## src/rtl/cdp1802_cycle_seq.sv

```systemverilog
// Machine-cycle sequencer for the CDP1802 family: tick counter, TPA/TPB pulses,
// S0..S3 state codes, CLEAR_N/WAIT_N mode decode and DMA/interrupt cycle arbitration.
module cdp1802_cycle_seq #(
  parameter  int TICKS_PER_CYCLE = 8,
  parameter  int TPA_TICK        = 1,
  parameter  int TPB_TICK        = 6,
  localparam int TW              = $clog2(TICKS_PER_CYCLE)
) (
  input  logic          CLOCK,
  input  logic          RESET,
  input  logic          CLK_EN,
  input  logic          CLEAR_N,
  input  logic          WAIT_N,
  input  logic          DMA_IN_N,
  input  logic          DMA_OUT_N,
  input  logic          INT_N,
  input  logic          IE,
  input  logic          exec_last,
  output logic [1:0]    SC,
  output logic          TPA,
  output logic          TPB,
  output logic [TW-1:0] tick,
  output logic          cycle_end,
  output logic          dma_in_cyc,
  output logic          dma_out_cyc,
  output logic          int_ack,
  output logic [1:0]    mode
);
  localparam logic [TW-1:0] LAST  = TW'(TICKS_PER_CYCLE - 1);
  localparam logic [TW-1:0] TPA_T = TW'(TPA_TICK);
  localparam logic [TW-1:0] TPB_T = TW'(TPB_TICK);

  typedef enum logic [2:0] {
    ST_INIT, ST_FETCH, ST_EXEC, ST_DMAI, ST_DMAO, ST_INT
  } state_t;

  state_t        state, nxt_state;
  logic [1:0]    mode_in, nxt_sc;
  logic          run_m, load_m, active, sample;
  logic          dma_in_q, dma_out_q, int_q;
  logic [TW-1:0] nxt_tick;

  // Mode lines act on the clock they are seen, so a mode change beats a coincident cycle_end.
  assign mode_in   = {CLEAR_N, WAIT_N};
  assign run_m     = (mode_in == 2'b11);
  assign load_m    = (mode_in == 2'b00);
  assign active    = !RESET && (run_m || load_m);
  assign cycle_end = active && CLK_EN && (tick == LAST);
  assign sample    = active && CLK_EN && (tick == TPB_T);
  assign nxt_tick  = (tick == LAST) ? '0 : tick + 1'b1;

  always_comb begin
    nxt_state = ST_FETCH;
    if (load_m)
      nxt_state = dma_in_q ? ST_DMAI : ST_INIT;
    else if (state == ST_FETCH)
      nxt_state = ST_EXEC;
    else if (state == ST_EXEC && !exec_last)
      nxt_state = ST_EXEC;
    else if (dma_in_q)
      nxt_state = ST_DMAI;
    else if (dma_out_q)
      nxt_state = ST_DMAO;
    else if (int_q && IE && state != ST_INT)  // no back-to-back interrupt cycles
      nxt_state = ST_INT;
  end

  always_comb begin
    nxt_sc = 2'b01;
    case (nxt_state)
      ST_FETCH:         nxt_sc = 2'b00;
      ST_DMAI, ST_DMAO: nxt_sc = 2'b10;
      ST_INT:           nxt_sc = 2'b11;
      default:          nxt_sc = 2'b01;
    endcase
  end

  always_ff @(posedge CLOCK) begin
    if (RESET || mode_in == 2'b01) begin
      state       <= ST_INIT;
      SC          <= 2'b01;
      tick        <= '0;
      TPA         <= 1'b0;
      TPB         <= 1'b0;
      dma_in_cyc  <= 1'b0;
      dma_out_cyc <= 1'b0;
      int_ack     <= 1'b0;
      dma_in_q    <= 1'b0;
      dma_out_q   <= 1'b0;
      int_q       <= 1'b0;
      mode        <= 2'b01;
    end else begin
      mode    <= mode_in;
      int_ack <= 1'b0;
      if (active && CLK_EN) begin
        tick <= nxt_tick;
        TPA  <= (nxt_tick == TPA_T);
        TPB  <= (nxt_tick == TPB_T);
      end
      if (sample) begin
        dma_in_q  <= ~DMA_IN_N;
        dma_out_q <= ~DMA_OUT_N;
        int_q     <= ~INT_N;
      end
      if (cycle_end) begin
        state       <= nxt_state;
        SC          <= nxt_sc;
        dma_in_cyc  <= (nxt_state == ST_DMAI);
        dma_out_cyc <= (nxt_state == ST_DMAO);
        int_ack     <= (nxt_state == ST_INT);
      end
    end
  end
endmodule

```

## config.mk

```make
export PLATFORM = sky130hd
export DESIGN_NAME = cdp1802_cycle_seq
export DESIGN_NICKNAME = d
export VERILOG_FILES = /design/src/rtl/cdp1802_cycle_seq.sv
export SDC_FILE = /design/constraint.sdc
export NUM_CORES = 1
export LEC_CHECK = 0
export BUFFER_PORTS_ARGS = -buffer_cell sky130_fd_sc_hd__clkbuf_2
export CORE_UTILIZATION = 54
export DETAILED_ROUTE_END_ITERATION = 16
export PLACE_DENSITY = 0.79
export SYNTH_ARGS = -nofsm -noshare
export SYNTH_HDL_FRONTEND = slang
export SYNTH_SLANG_ARGS = --single-unit
```

## constraint.sdc

```tcl
create_clock -name CLOCK -period 2.25 [get_ports CLOCK]
set_input_delay 0 -clock CLOCK [delete_from_list [all_inputs] [get_ports CLOCK]]
set_output_delay 0 -clock CLOCK [all_outputs]
set_load 0.005 [all_outputs]
```

---- Yosys cells after proc, flatten, opt, wreduce, memory -nomap -nowiden ----
Cells that the tools add are included.
word-level totals
  register bits after elaboration ......... 18
  input port bits ......................... 10
  logic and storage cells ................. 53
cells by class
  add/sub/neg operators ................... 1
  equality and inequality tests ........... 13
  mux-type cells .......................... 9
  bitwise logic cells ..................... 4
  reduce and logical (&&, ||, !) cells .... 14
operators with widths
  cell                 number
  $mux 3               7
  $eq 3x3->1 const B   5
  $eq 3x1->1 const B   3
  $logic_and 1x1->1    7
  $eq 3x2->1 const B   2
  $pmux 2 s3           1
  $not 1->1            4
  $reduce_or 2->1      2
  $add 3x1->3 const B  1
  $ne 3x3->1 const B   1
  $eq 2x1->1 const B   1
  $eq 2x2->1 const B   1
  $logic_not 1->1      2
  $logic_not 2->1      1
  $logic_or 1x1->1     2
  $mux 2               1

---- Depth between registers and ports, before layout ----
  depth in word-level cells ............... 11
  gate-level depth with buffers ........... 7

---- Worst setup path before layout ----
Ideal clock, no wire load.
  kind .................................... register -> register
  start point ............................. register tick[0]
  end point ............................... register SC[0]
  setup time .............................. 0.139 ns
  data arrival time ....................... 1.265 ns
  path slack .............................. 0.846 ns
  cell stages (with the launch flop) ...... 8
  buffers on the path ..................... 1
  cells stage by stage .................... dfxtp_1 ha_1 ha_1 nand4bb_1 buf_2 inv_2 nor3_1 a31oi_1
between the ends
  longest elaborated chain between the ends .. 2
RTL lines
  item                    line  source
  from (decl)             22    output logic [TW-1:0] tick,
  from (signal assigned)  96    tick <= nxt_tick;
  $eq 3x3->1              48    assign cycle_end = active && CLK_EN && (tick == LAST);
  $logic_and 1x1->1       48
  named net cycle_end     23    output logic cycle_end,
  to (signal assigned)    107   SC <= nxt_sc;
  to (decl)               19    output logic [1:0] SC,
The timed path passes the listed nets, and every way through them passes these cells.
A chain may end at the register's enable or synchronous reset.

---- Final worst setup path ----
  start point ............................. input port CLEAR_N
  end point ............................... output port cycle_end
between the ends
  longest elaborated chain between the ends .. 5
  elaborated cells between the ends (all ways) .. 6
  classes of those cells .................. eq/ne (1); reduce/logical (5)
RTL lines
  item                                           line    source
  from (decl)                                    12      input logic CLEAR_N,
  $eq 2x2->1 or $logic_not 2->1 (tied branches)  45, 46
  $logic_or 1x1->1 *                             47      assign active = !RESET && (run_m || load_m);
  $logic_and 1x1->1 *                            47
  $logic_and 1x1->1 * (2 in a row)               48
  to (decl)                                      23
Mark *: on every way between the ends. The rest lies on a longest branch, timed or not.

==> run_results.csv <==
group,metric,value,unit
floorplanning,row_count,14,
power_and_ir_drop,vdd_ir_drop_max,409,uV
route,drtPass1Iterations,4,
route,postRouteAntennaNets,0,
sta,period_needed,1.81,ns
placed_design,dpl.hpwl,1240,um
clock_network,cts_num_sinks,18,
global_route,grt_max_degree,17,
sta,finalWorstSetupSlack,0.439,ns
sta,finalCritPeriodShare,0.805,
worst_setup_path,worstSetupStartpointType,"primary input",
global_route,track_usage,0.217,
placed_design,placed_area,971,um^2
route,remaining_drc_errors,0,
cells_and_area,final_area,1040,um^2
global_route,grt_pass1_wl,2900,um
sta,max-slew-margin-rel,0.723,
clock_network,postCtsHoldBufs,5,
worst_setup_path,crit_type,"in2out",
floorplanning,core,1510,um^2
clock_network,cts-root-buf,"clkbuf_4",
synthesis,synth-main-ff-cell,"dfxtp_1",
synthesis,synth_nets,114,
synthesis,yosys_warnings,0,
clock_network,post_cts_resized,0,
route,drt_iter0_drc,12,
floorplanning,die_area,1780,um^2
synthesis,yosys-top-cells-count,"18 x dfxtp_1, 12 x a21oi_1, 12 x nand2_1",
worst_setup_path,cp.arrival,1.81,ns
synthesis,yosys.area.top_type_share,0.413,
global_route,antenna_found_initial,0,
route,vias,748,
floorplanning,dieHeight,42.2,um
clock_network,clock_path_buffers,2,
cells_and_area,area_delta_synth_final,19.7,%
worst_setup_path,worstPathRequired,2.25,ns
synthesis,yosys.cell_count.top_type,"dfxtp_1",
worst_setup_path,cp-end-kind,"primary output",
route,wl_per_cell,11.9,um
synthesis,async_flop_share,0,
run,maxCapViolations,0,
sta,fmax,552,MHz
run_status,outcome,"complete, no violations",
synthesis,synth_top_area_cell,"dfxtp_1",
sta,finalClockSkew,0.00931,ns
synthesis,synth_enable_flop_cells,0,
cells_and_area,fin_nets,141,
clock_network,cts_htree_levels,1,
placed_design,io_buffer_count,22,
route,routed_wl,1650,um
placed_design,post-place-ws,0.555,ns
synthesis,ys_ff_latch,18,
sta,finalSetupViolCount,0,
clock_network,clk_latency,0.29,ns
synthesis,syn-instance-count,97,
sta,setup_tns,0,ns
worst_setup_path,cp_max_fo,8,
synthesis,seq_area_frac_synth,0.413,
worst_hold_path,hold_path.class,"in2reg",
sta,worst_slew_pin_slew,0.415,ns
clock_network,cts_made_buffers,3,
floorplanning,die_w,42.2,um
clock_network,post_cts_buffers,0,
global_route,gr-total-overflow,0,
synthesis,synth_cell_type_count,30,
cells_and_area,diodes,0,
synthesis,syn_area,872,um^2
placed_design,gp_congestion,0.901,
cells_and_area,drive_above_1_share,0.270,
synthesis,synth_area_leaders,"dfxtp_1 41%, ha_1 10%, a21oi_1 6.9%",
sta,rsz0062_at_grt,"false",
power_and_ir_drop,p_leak,0.442,nW
clock_network,cts_tree,"done",
synthesis,synth.avg_cell_area,8.99,um^2
sta,slew_viol_final,0,
global_route,grt_pass1_vias,690,
route,viasPerCell,5.42,
power_and_ir_drop,power_density,508,nW/um^2
floorplanning,start_util,0.579,
clock_network,clk_pin_slew,0.09,ns
sta,hold_viol,0,
floorplanning,io_pins,23,
==> state kept, by name, summed over array words and instances, names as in the netlist <==
signal and flops:
mode 2, TPA 1, state 3, SC 2
dma_in_q 1, tick 3, int_q 1, dma_out_cyc 1
TPB 1, dma_out_q 1, dma_in_cyc 1, int_ack 1
==> where the power goes <==
group	switching, mW	internal [mW]	total [mW]
Sequential	0.00216	0.322	0.324
Clock	0.0916	0.0621	0.154
Combinational	0.0269	0.0253	0.0522
Total	0.121	0.409	0.530
==> kinds of logic (layout without fill, tap and decap cells) <==
family,after synthesis,count (layout),share of synthesized area
buffers and inverters,10,35,0.0574
adder cells (fa/ha/maj),7,7,0.100
AO/OA/AOI/OAI,24,24,0.185
AND/OR/NAND/NOR,38,38,0.244
flip-flops,18,18,0.413
==> through the flow <==
stage,power (mW),util,hold WS [ns],std cells
finish,0.530,0.693,0.0500,138
global route,0.554,0.693,0.0576,138
CTS,0.534,0.693,0.0366,138
detailed placement,0.377,0.645,0.193,130
global placement,0.376,0.645,0.190,130
floorplan,0.360,-,0.0923,97
==> cells in the final DEF, fill, tap and decap left out, drive strengths merged <==
| cell type | Yosys | routed |
|---|---|---|
| ha | 7 | 7 |
| nand3b | 1 | 1 |
| and3 | 1 | 1 |
| a21oi | 12 | 12 |
| o21bai | 2 | 2 |
| a211oi | 4 | 4 |
| nand3 | 3 | 3 |
| a31oi | 1 | 1 |
| or3b | 1 | 1 |
| and4b | 1 | 1 |
| nor3 | 2 | 2 |
| nor4 | 1 | 1 |
| dlygate4sd3 | 0 | 5 |
| nand4bb | 1 | 1 |
| or2 | 1 | 1 |
| nor2 | 10 | 10 |
| o21ai | 1 | 1 |
| a22oi | 1 | 1 |
| clkbuf | 1 | 25 |
| dfxtp | 18 | 18 |
| inv | 5 | 5 |
| nor4b | 1 | 1 |
| nor3b | 2 | 2 |
| nor2b | 1 | 1 |
| o211ai | 3 | 3 |
| nand2 | 12 | 12 |
==> worst paths after layout <==
check        slack, ns  cells past startpoint        end  startpoint
max               0.44                      7  cycle_end     CLEAR_N
min reg2reg       0.47                      2        TPB         TPB
max reg2reg       0.51                      6   state[2]     tick[0]
min               0.05                      3    mode[0]       RESET
==> final cells by class <==
cell class                      instances  area (um^2)
Multi-Input combinational cell         69          462
Sequential cell                        18          360
Inverter                                5         18.8
Timing Repair Buffer                   27          160
Fill cell                             132          463
Clock buffer                            3         22.5
Tap cell                               16         20.0
==> worst max-delay path, cell delays in order <==
cell and delay [ns]:
dlygate4sd3_1 0.52, clkbuf_2 0.09, inv_1 0.05, ha_1 0.36
nand4bb_1 0.41, inv_2 0.22, clkbuf_2 0.14
==> per-layer routing <==
layer	GRT usage	share of wire	routed length (um)	up-vias
met1	0.281	0.47	775	344
met4	0.150	0.015	25	0
li1	-	-	-	389
met2	0.335	0.49	801	13
met3	0.0259	0.027	44	2
met5	0	0	0	-
Note: power is estimated with default switching activity, not from simulation.
